<file path="src/rtl/sc_decoder_pkg.sv">
// Shared types and width helpers for the stochastic output decoder.
package sc_decoder_pkg;
  typedef enum logic {ST_ACCUM = 1'b0, ST_SCAN = 1'b1} state_e;

  function automatic int cnt_width(input int window);
    return $clog2(window + 1);
  endfunction

  // A single node still needs a 1-bit index port.
  function automatic int idx_width(input int n);
    return (n < 2) ? 1 : $clog2(n);
  endfunction
endpackage

</file>
<file path="src/rtl/sc_bit_counter.sv">
// Per-node ones counter: synchronous reset/clear, counts i_bit when enabled.
module sc_bit_counter #(
  parameter int W = 9
) (
  input  logic         i_clk,
  input  logic         i_rst,
  input  logic         i_clr,
  input  logic         i_en,
  input  logic         i_bit,
  output logic [W-1:0] o_cnt
);
  logic [W-1:0] r_cnt;

  always_ff @(posedge i_clk) begin
    if (i_rst || i_clr)    r_cnt <= '0;
    else if (i_en && i_bit) r_cnt <= r_cnt + W'(1);
  end

  assign o_cnt = r_cnt;
endmodule

</file>
<file path="src/rtl/sc_output_decoder.sv">
// Stochastic-to-binary classifier: windowed ones count per node, then a
// sequential argmax scan, result presented with a valid/ack handshake.
module sc_output_decoder
  import sc_decoder_pkg::*;
#(
  parameter  int N_OUT  = 8,
  parameter  int WINDOW = 256,
  localparam int CNT_W  = cnt_width(WINDOW),
  localparam int IDX_W  = idx_width(N_OUT)
) (
  input  logic             CLK,
  input  logic             INIT,
  input  logic [N_OUT-1:0] a_in,
  input  logic             EN,
  input  logic             result_ack,
  output logic             result_valid,
  output logic [IDX_W-1:0] class_idx,
  output logic [CNT_W-1:0] max_count,
  output logic             overrun,
  output logic             busy
);
  state_e                        r_state, w_next;
  logic [CNT_W-1:0]              r_win;
  logic [IDX_W-1:0]              r_k;
  logic [CNT_W-1:0]              r_best;
  logic [IDX_W-1:0]              r_best_idx;
  logic [N_OUT-1:0][CNT_W-1:0]   w_cnt;
  logic                          w_accum, w_win_last, w_scan_last, w_take;
  logic [CNT_W-1:0]              w_cur, w_new_best;
  logic [IDX_W-1:0]              w_new_idx;

  assign w_accum     = (r_state == ST_ACCUM) && EN;
  assign w_win_last  = w_accum && (r_win == CNT_W'(WINDOW - 1));
  assign w_scan_last = (r_state == ST_SCAN) && (r_k == IDX_W'(N_OUT - 1));
  assign busy        = (r_state == ST_SCAN);

  // Strict greater-than keeps the lowest index on ties; k=0 always loads.
  assign w_cur      = w_cnt[r_k];
  assign w_take     = (r_k == '0) || (w_cur > r_best);
  assign w_new_best = w_take ? w_cur : r_best;
  assign w_new_idx  = w_take ? r_k   : r_best_idx;

  for (genvar g = 0; g < N_OUT; g++) begin : g_cnt
    sc_bit_counter #(.W(CNT_W)) u_cnt (
      .i_clk (CLK),
      .i_rst (INIT),
      .i_clr (w_scan_last),
      .i_en  (w_accum),
      .i_bit (a_in[g]),
      .o_cnt (w_cnt[g])
    );
  end

  always_ff @(posedge CLK) begin
    if (INIT) r_state <= ST_ACCUM;
    else      r_state <= w_next;
  end

  always_comb begin
    w_next = r_state;
    case (r_state)
      ST_ACCUM: if (w_win_last)  w_next = ST_SCAN;
      ST_SCAN:  if (w_scan_last) w_next = ST_ACCUM;
      default:                   w_next = ST_ACCUM;
    endcase
  end

  always_ff @(posedge CLK) begin
    if (INIT) begin
      r_win        <= '0;
      r_k          <= '0;
      r_best       <= '0;
      r_best_idx   <= '0;
      class_idx    <= '0;
      max_count    <= '0;
      result_valid <= 1'b0;
      overrun      <= 1'b0;
    end else begin
      if (w_accum) r_win <= w_win_last ? '0 : r_win + CNT_W'(1);
      if (r_state == ST_SCAN) begin
        r_k        <= w_scan_last ? '0 : r_k + IDX_W'(1);
        r_best     <= w_new_best;
        r_best_idx <= w_new_idx;
      end
      // A fresh result beats a same-cycle ack; only an unacked overwrite is an overrun.
      if (w_scan_last) begin
        class_idx    <= w_new_idx;
        max_count    <= w_new_best;
        result_valid <= 1'b1;
        overrun      <= overrun | (result_valid & ~result_ack);
      end else if (result_ack) begin
        result_valid <= 1'b0;
      end
    end
  end
endmodule

</file>
<file path="config.mk">
export PLATFORM = sky130hd
export DESIGN_NAME = sc_output_decoder
export DESIGN_NICKNAME = d
export VERILOG_FILES = /design/src/rtl/sc_decoder_pkg.sv /design/src/rtl/sc_bit_counter.sv /design/src/rtl/sc_output_decoder.sv
export SDC_FILE = /design/constraint.sdc
export NUM_CORES = 1
export LEC_CHECK = 0
export CORE_ASPECT_RATIO = 0.8
export CORE_MARGIN = 3
export CORE_UTILIZATION = 57
export CTS_CLUSTER_SIZE = 14
export DETAILED_ROUTE_END_ITERATION = 8
export GPL_TIMING_DRIVEN = 0
export PLACE_DENSITY_LB_ADDON = 0.08
export SYNTH_ARGS = -nofsm -noshare
export SYNTH_HDL_FRONTEND = slang
export SYNTH_SLANG_ARGS = --single-unit
</file>
<file path="constraint.sdc">
create_clock -name CLK -period 5.5 [get_ports CLK]
set_input_delay 1.1 -clock CLK [delete_from_list [all_inputs] [get_ports CLK]]
set_output_delay 1.1 -clock CLK [all_outputs]
set_load 0.02 [all_outputs]
</file>
==> metrics.txt <==
vias in the first global route=between 4000 and 5000; Chip Height=94.2 um; Synth area leader=dfxtp_1; number of hold buffers added after CTS=0; routed vias/inst=~6; Clk Latency, worst-skew pair=around 0.35 ns; TritonCTS Buffers=9; CTS clk-pin slew, worst paths=0.07 ns; WL per Instance=between 15 and 20 um; fin crit share=70.2%; Post-synth top flop=dfxtp_1; final non-filler cell total=~770; hold endpoint=max_count[0]; Arrival @ worst endpoint=between 4 and 5 ns; Yosys warning total=0; Fillers=about 770; Critical Path Start Type=register; P&R area growth vs syn=12.9%; multi-input logic area=between 0.003 and 0.004 sq mm; Setup CP Type=register to register; Sw Share=a little over a fifth; post-layout worst setup margin=approximately 1.6 ns; CTS tree=built; FF-to-FF End=max_count[0]; CP cell instances=buf_2 > mux4_2 > mux2i_1 > inv_1 > ha_1 > and4_1 > nor3b_1 > or4_4 > clkbuf_1 > nand3_1 > a32o_1; Crit path largest cell delay=0.54 ns; count leader, synth=dfxtp_1; post-cts repair resize count=0; Synth area leaders=dfxtp_1 40%, xor2_1 7.9%, mux4_2 7.3%; Die X=approximately 120 um; CTS root buf=clkbuf_16; initial antenna violation count=0; worst-case clock buffer depth=2; Leak=0.00226 uW; synthesized flop and latch total=approximately 110; syn nets=around 650; Int Power=roughly 1200 uW; worst hold path class=register to register; Max Slew Vio Count=0; pin count of the biggest net entering global routing=17; Synth top area share=around 40%; hold path cells=1; worst-path maximum fanout=10; Logic pwr share=under 10%; pwr/cell area=about 250 mW/mm^2; setup TNS=0 ns; RSZ-0062 raised after global routing=no; syn_area_per_cell=9.05 sq um; R2R cell count=11; status=completed; VDD IR-drop max=around 160 uV; Post-DRT Antenna Nets=0; fraction of layout instances using a drive strength above 1=about 7.5%; register area=approximately 0.0022 sq mm; Max Clock Freq=259 MHz; Total GRT Usage=26.3%; worst path required time=roughly 5.7 ns; flop2flop setup slack=about 1.6 ns; actual slew at the worst max-slew pin=approximately 0.71 ns; vias post-DR=about 4600; EDFF count, synth=0; max cap viols=0; final net count=682; Pre-Repair DR Iteration Count=5; routability cong.=0.926; drc violations=0; first-pass GRT wire length=between 20000 and 25000 um; core area=approximately 0.0093 sq mm; I/O pins=27; Reg power frac=52.2%; Final HPWL DP=roughly 9900 um; Max transition margin=52.5%; Total Routed Length=13400 um; clock sinks=about 110; post-layout utilization of the core=67.5%; CP max stage cell=mux4_2; Cell variety after synth=43; Final Hold Fails=0; mapped cell area=~0.0055 sq mm; Antenna Cells=0; I/O Buffers=26; worst clock skew=between 0.008 and 0.009 ns; Die ar.=roughly 0.011 sq mm; Async SR Flop Fraction=0%; Starting Density=59.8%; HP Start=max_count[0]; Net Sw Power=between 300 and 400 uW; r2r startpoint=r_k[0]; Synth Instances=between 600 and 700; Rows=31; Tmin final=slightly below 4 ns; total grt overflow=0; Seq/Total Area, Yosys=40.1%; htree depth=3; DRT iter0 DRCs=about 300; Clk pwr share=around 43%; Crit. End Element=register; Setup Slack @ Placement=roughly 1.7 ns; postcts setup bufs=0; Setup Viol. Count Final=0; dpl cells=roughly 750; Post-synth top cells=111 x dfxtp_1, 66 x nor2_1, 64 x nand2_1
-- logic make-up after synthesis --
| logic type | Yosys count | synth area share, % |
|---|---|---|
| AO/OA/AOI/OAI | 88 | 10.5 |
| XOR/XNOR | 56 | 8.85 |
| adder cells (fa/ha/maj) | 21 | 4.74 |
| buffers and inverters | 59 | 4.20 |
| flip-flops | 111 | 40.1 |
| multiplexers | 29 | 9.30 |
| AND/OR/NAND/NOR | 248 | 22.2 |
-- how the worst max path moves through the flow --
stage	startpoint	endpoint	slack, ns
after floorplan	r_k[0]	r_best[0]	2.25
after global placement	r_k[0]	r_best[0]	1.74
after detailed placement	r_k[0]	r_best[3]	1.67
after CTS	r_k[0]	r_best[3]	1.64
after global routing	r_k[0]	max_count[5]	1.39
final	r_k[0]	max_count[0]	1.64
-- power groups by stage --
| stage | Sequential (uW) | Clock (uW) | Combinational [uW] |
|---|---|---|---|
| 3_3_place_gp | 840 | 0 | 66.2 |
| 2_1_floorplan | 837 | 0 | 40.7 |
| 4_1_cts | 821 | 692 | 68.5 |
| 3_5_place_dp | 840 | 0 | 68.2 |
| 6_report | 822 | 683 | 69.0 |
| 5_1_grt | 823 | 721 | 77.0 |
-- metal layers --
metal,track usage (%),vias to the layer above,share of wire [%]
li1,-,2244,-
met1,36.0,2172,47
met2,41.8,146,46
met3,5.41,22,5.6
met4,8.31,0,1.7
met5,0,-,0
-- layout by cell type, fill, tap and decap left out, types with 8 or more instances in the layout --
master	Yosys	final
dfxtp_1	111	111
nor2_1	66	66
nand2_1	64	64
xor2_1	50	50
a21oi_1	32	32
nand4_1	30	30
inv_1	28	28
clkdlybuf4s50_1	0	26
nand3_1	24	24
clkbuf_1	21	23
ha_1	21	21
mux4_2	18	18
or3_1	18	18
o21ai_0	17	17
mux2i_1	11	11
a31oi_1	10	10
and4_1	9	9
clkbuf_16	0	9
o311ai_0	8	8
nand2b_1	8	8
a211oi_2	8	8
-- worst max-delay path: cells and delay by family (launching register included) --
family / cells / cell delay [ns]
AO/OA/AOI/OAI: 1 / 0.29
adder cells (fa/ha/maj): 1 / 0.32
buffers and inverters: 3 / 0.88
flip-flops: 1 / 0.51
multiplexers: 2 / 0.90
AND/OR/NAND/NOR: 4 / 0.85
-- cell type report --
type | count | area share [%]
buffer | 31 | 2.04
clock buffer | 14 | 4.38
clock inverter | 2 | 0.600
inverter | 28 | 1.68
multi-input combinational | 442 | 49.3
sequential | 111 | 35.5
tap | 115 | 2.30
timing repair buffer | 26 | 4.16
-- metrics by stage --
| step | cell area [sq um] | hold WS, ns | power [uW] |
|---|---|---|---|
| 6_report | 6260 | 0.477 | 1570 |
| 5_1_grt | 6260 | 0.486 | 1620 |
| 4_1_cts | 6260 | 0.477 | 1580 |
| 3_5_place_dp | 5940 | 0.462 | 908 |
| 3_3_place_gp | 5940 | 0.452 | 906 |
| 2_1_floorplan | 5540 | 0.449 | 878 |
-- state kept, by name, indices dropped and copies added, names as in the netlist --
signal             flops
busy                   1
class_idx              3
g_cnt.u_cnt.o_cnt     72
max_count              9
overrun                1
r_best                 9
r_best_idx             3
r_k                    3
r_win                  9
result_valid           1
No activity file was read; power rests on OpenSTA's default activity.
